$ cat config.mk
export PLATFORM = sky130hd
export DESIGN_NAME = if_fetch_flat
export DESIGN_NICKNAME = d
export VERILOG_FILES = /design/src/rtl/if_fetch_if.sv /design/src/rtl/if_fetch.sv /design/src/flat_wrapper.sv
export SDC_FILE = /design/constraint.sdc
export NUM_CORES = 1
export LEC_CHECK = 0
export CAP_MARGIN = 20
export CORE_MARGIN = 4
export CORE_UTILIZATION = 51
export CTS_BUF_LIST = sky130_fd_sc_hd__clkbuf_16
export CTS_CLUSTER_SIZE = 10
export DETAILED_ROUTE_END_ITERATION = 16
export PLACE_DENSITY = 0.8
export SYNTH_ARGS = -nofsm -noshare
export SYNTH_HDL_FRONTEND = slang
export SYNTH_SLANG_ARGS = --single-unit
$ cat constraint.sdc
create_clock -name clk -period 3 [get_ports clk]
set_input_delay 0.9 -clock clk [delete_from_list [all_inputs] [get_ports clk]]
set_output_delay 0.9 -clock clk [all_outputs]
set_load 0.03 [all_outputs]
$ cat src/rtl/if_fetch_if.sv
// Instruction-memory request/response bundle between the fetch stage and imem.
interface if_fetch_if;
    logic        imem_req_o;
    logic [11:0] imem_addr_o;
    logic        imem_gnt_i;
    logic        imem_rvalid_i;
    logic [31:0] imem_rdata_i;

    modport master (
        output imem_req_o,
        output imem_addr_o,
        input  imem_gnt_i,
        input  imem_rvalid_i,
        input  imem_rdata_i
    );

    modport slave (
        input  imem_req_o,
        input  imem_addr_o,
        output imem_gnt_i,
        output imem_rvalid_i,
        output imem_rdata_i
    );
endinterface

$ cat src/rtl/if_fetch.sv
// Instruction-fetch stage: fetch PC generation, in-order imem requests and a small
// {pc, inst} return buffer feeding IF/ID; redirects drop wrong-path responses.
module if_fetch #(
    parameter logic [11:0] RESET_PC = 12'h000,
    parameter int unsigned DEPTH    = 2
) (
    input  logic        clk,
    input  logic        rst,
    input  logic [5:0]  stall,
    input  logic [5:0]  flash,
    input  logic        branch_flag_i,
    input  logic [11:0] branch_target_i,
    if_fetch_if.master  imem,
    output logic [31:0] if_inst,
    output logic [11:0] pc_o,
    output logic        stallreq_o
);
    localparam int unsigned PTR_W = (DEPTH > 1) ? $clog2(DEPTH) : 1;
    localparam int unsigned CNT_W = $clog2(DEPTH + 1);
    localparam logic [PTR_W-1:0] PTR_LAST  = PTR_W'(DEPTH - 1);
    localparam logic [CNT_W:0]   DEPTH_CNT = DEPTH[CNT_W:0];

    logic [11:0]            fetch_pc_q, fetch_pc_d;
    logic [DEPTH-1:0][11:0] pend_pc_q, pend_pc_d;
    logic [PTR_W-1:0]       pend_wr_q, pend_wr_d, pend_rd_q, pend_rd_d;
    logic [CNT_W-1:0]       outst_q, outst_d;
    logic [DEPTH-1:0][11:0] buf_pc_q, buf_pc_d;
    logic [DEPTH-1:0][31:0] buf_inst_q, buf_inst_d;
    logic [PTR_W-1:0]       buf_wr_q, buf_wr_d, buf_rd_q, buf_rd_d;
    logic [CNT_W-1:0]       count_q, count_d;
    logic [CNT_W-1:0]       discard_q, discard_d;

    logic redirect_c, credit_c, accept_c, rsp_c, push_c, pop_c;
    logic unused_ok_c;

    function automatic logic [PTR_W-1:0] ptr_inc(input logic [PTR_W-1:0] p);
        return (p == PTR_LAST) ? '0 : p + 1'b1;
    endfunction

    // Credit uses registered counts only: a pop frees a slot from the next cycle on.
    assign redirect_c       = branch_flag_i | flash[0];
    assign credit_c         = ({1'b0, outst_q} + {1'b0, count_q}) < DEPTH_CNT;
    assign imem.imem_req_o  = rst & ~redirect_c & credit_c;
    assign imem.imem_addr_o = fetch_pc_q;
    assign accept_c         = imem.imem_req_o & imem.imem_gnt_i;
    assign rsp_c            = imem.imem_rvalid_i & (outst_q != '0);
    assign push_c           = rsp_c & ~redirect_c & (discard_q == '0);
    assign pop_c            = ~redirect_c & ~stall[1] & (count_q != '0);

    assign if_inst     = (count_q != '0) ? buf_inst_q[buf_rd_q] : '0;
    assign pc_o        = (count_q != '0) ? buf_pc_q[buf_rd_q] : '0;
    assign stallreq_o  = (count_q == '0);
    assign unused_ok_c = ^{stall[5:2], stall[0], flash[5:1], branch_target_i[1:0]};

    always_comb begin
        fetch_pc_d = fetch_pc_q;
        pend_pc_d  = pend_pc_q;
        pend_wr_d  = pend_wr_q;
        pend_rd_d  = pend_rd_q;
        outst_d    = outst_q;
        buf_pc_d   = buf_pc_q;
        buf_inst_d = buf_inst_q;
        buf_wr_d   = buf_wr_q;
        buf_rd_d   = buf_rd_q;
        count_d    = count_q;
        discard_d  = discard_q;

        if (rsp_c) begin
            pend_rd_d = ptr_inc(pend_rd_q);
            outst_d   = outst_q - 1'b1;
        end

        if (redirect_c) begin
            // Everything still in flight belongs to the wrong path.
            fetch_pc_d = {branch_target_i[11:2], 2'b00};
            buf_wr_d   = '0;
            buf_rd_d   = '0;
            count_d    = '0;
            discard_d  = rsp_c ? outst_q - 1'b1 : outst_q;
        end else begin
            if (accept_c) begin
                pend_pc_d[pend_wr_q] = fetch_pc_q;
                pend_wr_d            = ptr_inc(pend_wr_q);
                fetch_pc_d           = fetch_pc_q + 12'd4;
                outst_d              = rsp_c ? outst_q : outst_q + 1'b1;
            end
            if (rsp_c && (discard_q != '0)) begin
                discard_d = discard_q - 1'b1;
            end
            if (push_c) begin
                buf_pc_d[buf_wr_q]   = pend_pc_q[pend_rd_q];
                buf_inst_d[buf_wr_q] = imem.imem_rdata_i;
                buf_wr_d             = ptr_inc(buf_wr_q);
            end
            if (pop_c) begin
                buf_rd_d = ptr_inc(buf_rd_q);
            end
            if (push_c && !pop_c) begin
                count_d = count_q + 1'b1;
            end else if (!push_c && pop_c) begin
                count_d = count_q - 1'b1;
            end
        end
    end

    always_ff @(posedge clk or negedge rst) begin
        if (!rst) begin
            fetch_pc_q <= RESET_PC;
            pend_pc_q  <= '0;
            pend_wr_q  <= '0;
            pend_rd_q  <= '0;
            outst_q    <= '0;
            buf_pc_q   <= '0;
            buf_inst_q <= '0;
            buf_wr_q   <= '0;
            buf_rd_q   <= '0;
            count_q    <= '0;
            discard_q  <= '0;
        end else begin
            fetch_pc_q <= fetch_pc_d;
            pend_pc_q  <= pend_pc_d;
            pend_wr_q  <= pend_wr_d;
            pend_rd_q  <= pend_rd_d;
            outst_q    <= outst_d;
            buf_pc_q   <= buf_pc_d;
            buf_inst_q <= buf_inst_d;
            buf_wr_q   <= buf_wr_d;
            buf_rd_q   <= buf_rd_d;
            count_q    <= count_d;
            discard_q  <= discard_d;
        end
    end
endmodule
$ cat src/flat_wrapper.sv
// flat-port wrapper written by rule: the top's interface ports become plain ports
module if_fetch_flat 
#(
    parameter logic [11:0] RESET_PC = 12'h000,
    parameter int unsigned DEPTH    = 2
)
  (clk, rst, stall, flash, branch_flag_i, branch_target_i, if_inst, pc_o, stallreq_o, imem_imem_req_o, imem_imem_addr_o, imem_imem_gnt_i, imem_imem_rvalid_i, imem_imem_rdata_i);
  if_fetch_if imem_i ();
  input  logic clk;
  input  logic rst;
  input  logic [5:0] stall;
  input  logic [5:0] flash;
  input  logic branch_flag_i;
  input  logic [11:0] branch_target_i;
  output logic [31:0] if_inst;
  output logic [11:0] pc_o;
  output logic stallreq_o;
  output wire logic [$bits(imem_i.imem_req_o)-1:0] imem_imem_req_o;
  output wire logic [$bits(imem_i.imem_addr_o)-1:0] imem_imem_addr_o;
  input wire logic [$bits(imem_i.imem_gnt_i)-1:0] imem_imem_gnt_i;
  input wire logic [$bits(imem_i.imem_rvalid_i)-1:0] imem_imem_rvalid_i;
  input wire logic [$bits(imem_i.imem_rdata_i)-1:0] imem_imem_rdata_i;
  assign imem_imem_req_o = imem_i.imem_req_o;
  assign imem_imem_addr_o = imem_i.imem_addr_o;
  assign imem_i.imem_gnt_i = imem_imem_gnt_i;
  assign imem_i.imem_rvalid_i = imem_imem_rvalid_i;
  assign imem_i.imem_rdata_i = imem_imem_rdata_i;
  if_fetch #(.RESET_PC(RESET_PC), .DEPTH(DEPTH)) u_core (.clk(clk), .rst(rst), .stall(stall), .flash(flash), .branch_flag_i(branch_flag_i), .branch_target_i(branch_target_i), .imem(imem_i), .if_inst(if_inst), .pc_o(pc_o), .stallreq_o(stallreq_o));
endmodule
==> qor.yml <==
timing:
  slew_viol_final: 0
  grt_setup_unrepaired: "no"
  hold_ws_ps: 477
  skew_ps: 8.51
  min_period_over_period: 0.980
  relSlewSlack: 0.571
  max_freq_mhz: 340
  period_minus_slack_ps: 2940
  max_slew.worst_pin.slew_ps: 644
  hold_viol_final: 0
  setup_viol: 0
  layout_setup_ws_ps: 59.4
power_and_ir_drop:
  power_w: 0.00557
  p_int_w: 0.00398
  combPwrFrac: 0.234
  power_frac_seq: 0.447
  clockPowerShare: 0.318
  cellPowerDensity_nw_per_um2: 746
  switching_share: 0.286
  peakVddDrop_mv: 0.364
  leakagePower_nw: 3.27
  power_switching_w: 0.00159
global_route:
  grt_overflow: 0
  grt_start_max_net_pins: 125
  grt_pass1_vias: 4315
  antenna_found_initial: 0
  grt_use_total: 0.202
  grt_pass1_wl_um: 20800
detailed_routing:
  drc: 0
  dr.pass1.iters: 5
  vias: 4007
  via_per_inst: 5.50
  finalWirelength_um: 12600
  drt_iter0_markers: 185
  drt-wirelength-per-cell_um: 17.3
  postRouteAntennaNets: 0
outcome:
  run_status: "complete, no violations"
floorplanning:
  pin_count: 119
  die_h_um: 114
  die_w_um: 114
  rows: 38
  initial_core_util: 0.526
  die_area_um2: 13000
  core_area_um2: 10900
worst_setup_path:
  setup.worst_path.class: "flop to primary output"
  cp_slowest_cell: "clkdlybuf4s50_1"
  crit_path_max_incr_delay_ps: 710
  cp-end-kind: "primary output"
  crit_family: "buffers and inverters"
  worstPathMaxFanout: 29
  cp.buffers_inverters: 2
  cp-start-kind: "flop"
  cp_cell_sequence: "buf_12, mux2i_1, nor2_1, clkdlybuf4s50_1"
  worstPathRequired_ps: 2100
  cp_data_arrival_time_ps: 2040
logic_synthesis:
  synthArstFlopShare: 1.00
  synth-seq-cells: 124
  synth_most_common_cell: "dfrtp_1"
  synth.cells.most_frequent: "124 x dfrtp_1, 82 x mux2_2, 63 x nor2_1"
  yosys_warnings: 0
  synth_top_cell_area_share: 0.540
  synth.avg_cell_area_um2: 12.2
  synth_area_leaders: "dfrtp_1 54%, mux2_2 16%, mux2i_1 9.6%"
  synthCells: 471
  synth-edff-count: 0
  synth_area_um2: 5750
  ys.flop_type: "dfrtp_1"
  synth_cell_type_count: 43
  ys_seq_area_frac: 0.540
  synth_top_area_cell: "dfrtp_1"
final_layout:
  multiInputGateArea_um2: 2490
  seq_area_um2: 3100
  num_antenna_cells: 0
  layout.nets: 641
  layout-drive-gt1-share: 0.219
  area_growth_pct: 29.9
  stdcell_count: 728
  num-fill-cells: 806
placement:
  hpwlAfterDp_um: 8060
  place_ws_ps: -7.09
  dp_cells: 696
  port_buffers: 102
  routabilityCongestion: 0.819
clocking:
  hold_buffers: 0
  cts_setup_buffers: 0
  cts_buffer_depth: 2
  cts_max_level: 4
  cts_tree: "yes"
  cts_resized: 0
  clock-sinks: 124
  cts_made_buffers: 17
  cts.clk_slew.worst_paths_ps: 50
  cts_root_buffer: "clkbuf_16"
  clkLatencyLatePin_ps: 400
min_path:
  hold_path_class: "flop to flop"
job:
  max-cap-violations: 0
path summary, 6_finish.rpt:
| kind | startpoint | to | slack, ps | depth (start not counted) |
|---|---|---|---|---|
| min | u_core.buf_pc_q[22] | u_core.buf_pc_q[22] | 480 | 2 |
| max in group asynchronous | rst | u_core.buf_rd_q | 1860 | 2 |
| max | u_core.buf_rd_q | pc_o[4] | 60 | 4 |
| min reg2reg | u_core.buf_pc_q[22] | u_core.buf_pc_q[22] | 480 | 2 |
| max reg2reg | u_core.count_q[0] | u_core.imem.imem_addr_o[7] | 510 | 7 |
| min in group asynchronous | rst | u_core.buf_inst_q[24] | 630 | 2 |
cell usage in the layout (no fill, tap or decap), drive strengths merged, types with 3 or more instances in the layout:
cell / n
a21oi: 13
a221o: 4
buf: 13
clkbuf: 17
clkdlybuf4s50: 99
clkinv: 8
conb: 4
dfrtp: 124
ha: 4
inv: 10
mux2: 84
mux2i: 55
nand2: 24
nand3: 4
nand4: 3
nor2: 65
nor4: 4
o211ai: 5
o21ai: 18
o311ai: 3
or2: 3
xnor2: 6
xor2: 3
power by group through the flow:
stage                     clock [W]  combinational [W]  sequential, W
after detailed placement          0            0.00130        0.00251
after global routing        0.00189            0.00144        0.00255
after CTS                   0.00181            0.00133        0.00249
after global placement            0            0.00123        0.00247
final                       0.00177            0.00131        0.00249
after floorplan                   0           0.000973        0.00242
metal layers:
layer  GRT usage  part of all wire  vias up
li1            -                 -     1855
met1       0.246              0.43     2023
met2       0.348              0.51      112
met3      0.0555             0.051       17
met4      0.0673             0.013        0
met5           0                 0        -
state kept, by name (all words and copies together), names as in the netlist:
| register | cells |
|---|---|
| u_core.buf_inst_q | 64 |
| u_core.buf_pc_q | 20 |
| u_core.pend_pc_q | 20 |
| u_core.imem.imem_addr_o | 10 |
| u_core.count_q | 2 |
| u_core.discard_q | 2 |
| u_core.outst_q | 2 |
| u_core.buf_rd_q | 1 |
| u_core.buf_wr_q | 1 |
| u_core.pend_rd_q | 1 |
| u_core.pend_wr_q | 1 |
tightest hold or removal path, stage by stage (launching register included):
cell and delay [ps]:
dfrtp_1 340, nand2_1 50, o21ai_0 60
cell families (layout without fill, tap and decap cells):
group                      after synthesis  after routing  share of synthesized area
adders and majority gates                5              5                     0.0122
xor gates and xnor gates                 9              9                     0.0137
muxes                                  139            139                      0.260
other                                    1              4                   0.000652
AOI/OAI and AO/OA                       46             46                     0.0498
buffers and inverters                   36            150                     0.0331
DFF                                    124            124                      0.540
and+or+nand+nor                        111            111                     0.0907
layout make-up:
cell class / count / area share
clock buffers: 17 / 0.0569
clock inverters: 15 / 0.0126
inverters: 5 / 0.00251
multi-input cells: 314 / 0.333
flip-flops and latches: 124 / 0.415
well taps: 140 / 0.0234
repair buffers: 113 / 0.156
through the flow:
stage / area (um2) / setup TNS [ps] / util
floorplan: 5780 / 0 / -
global placement: 6950 / 0 / 0.636
detailed placement: 6950 / -7.09 / 0.636
CTS: 7470 / 0 / 0.683
global route: 7470 / 0 / 0.683
finish: 7470 / 0 / 0.683
Power figures use the tool's default switching activity.
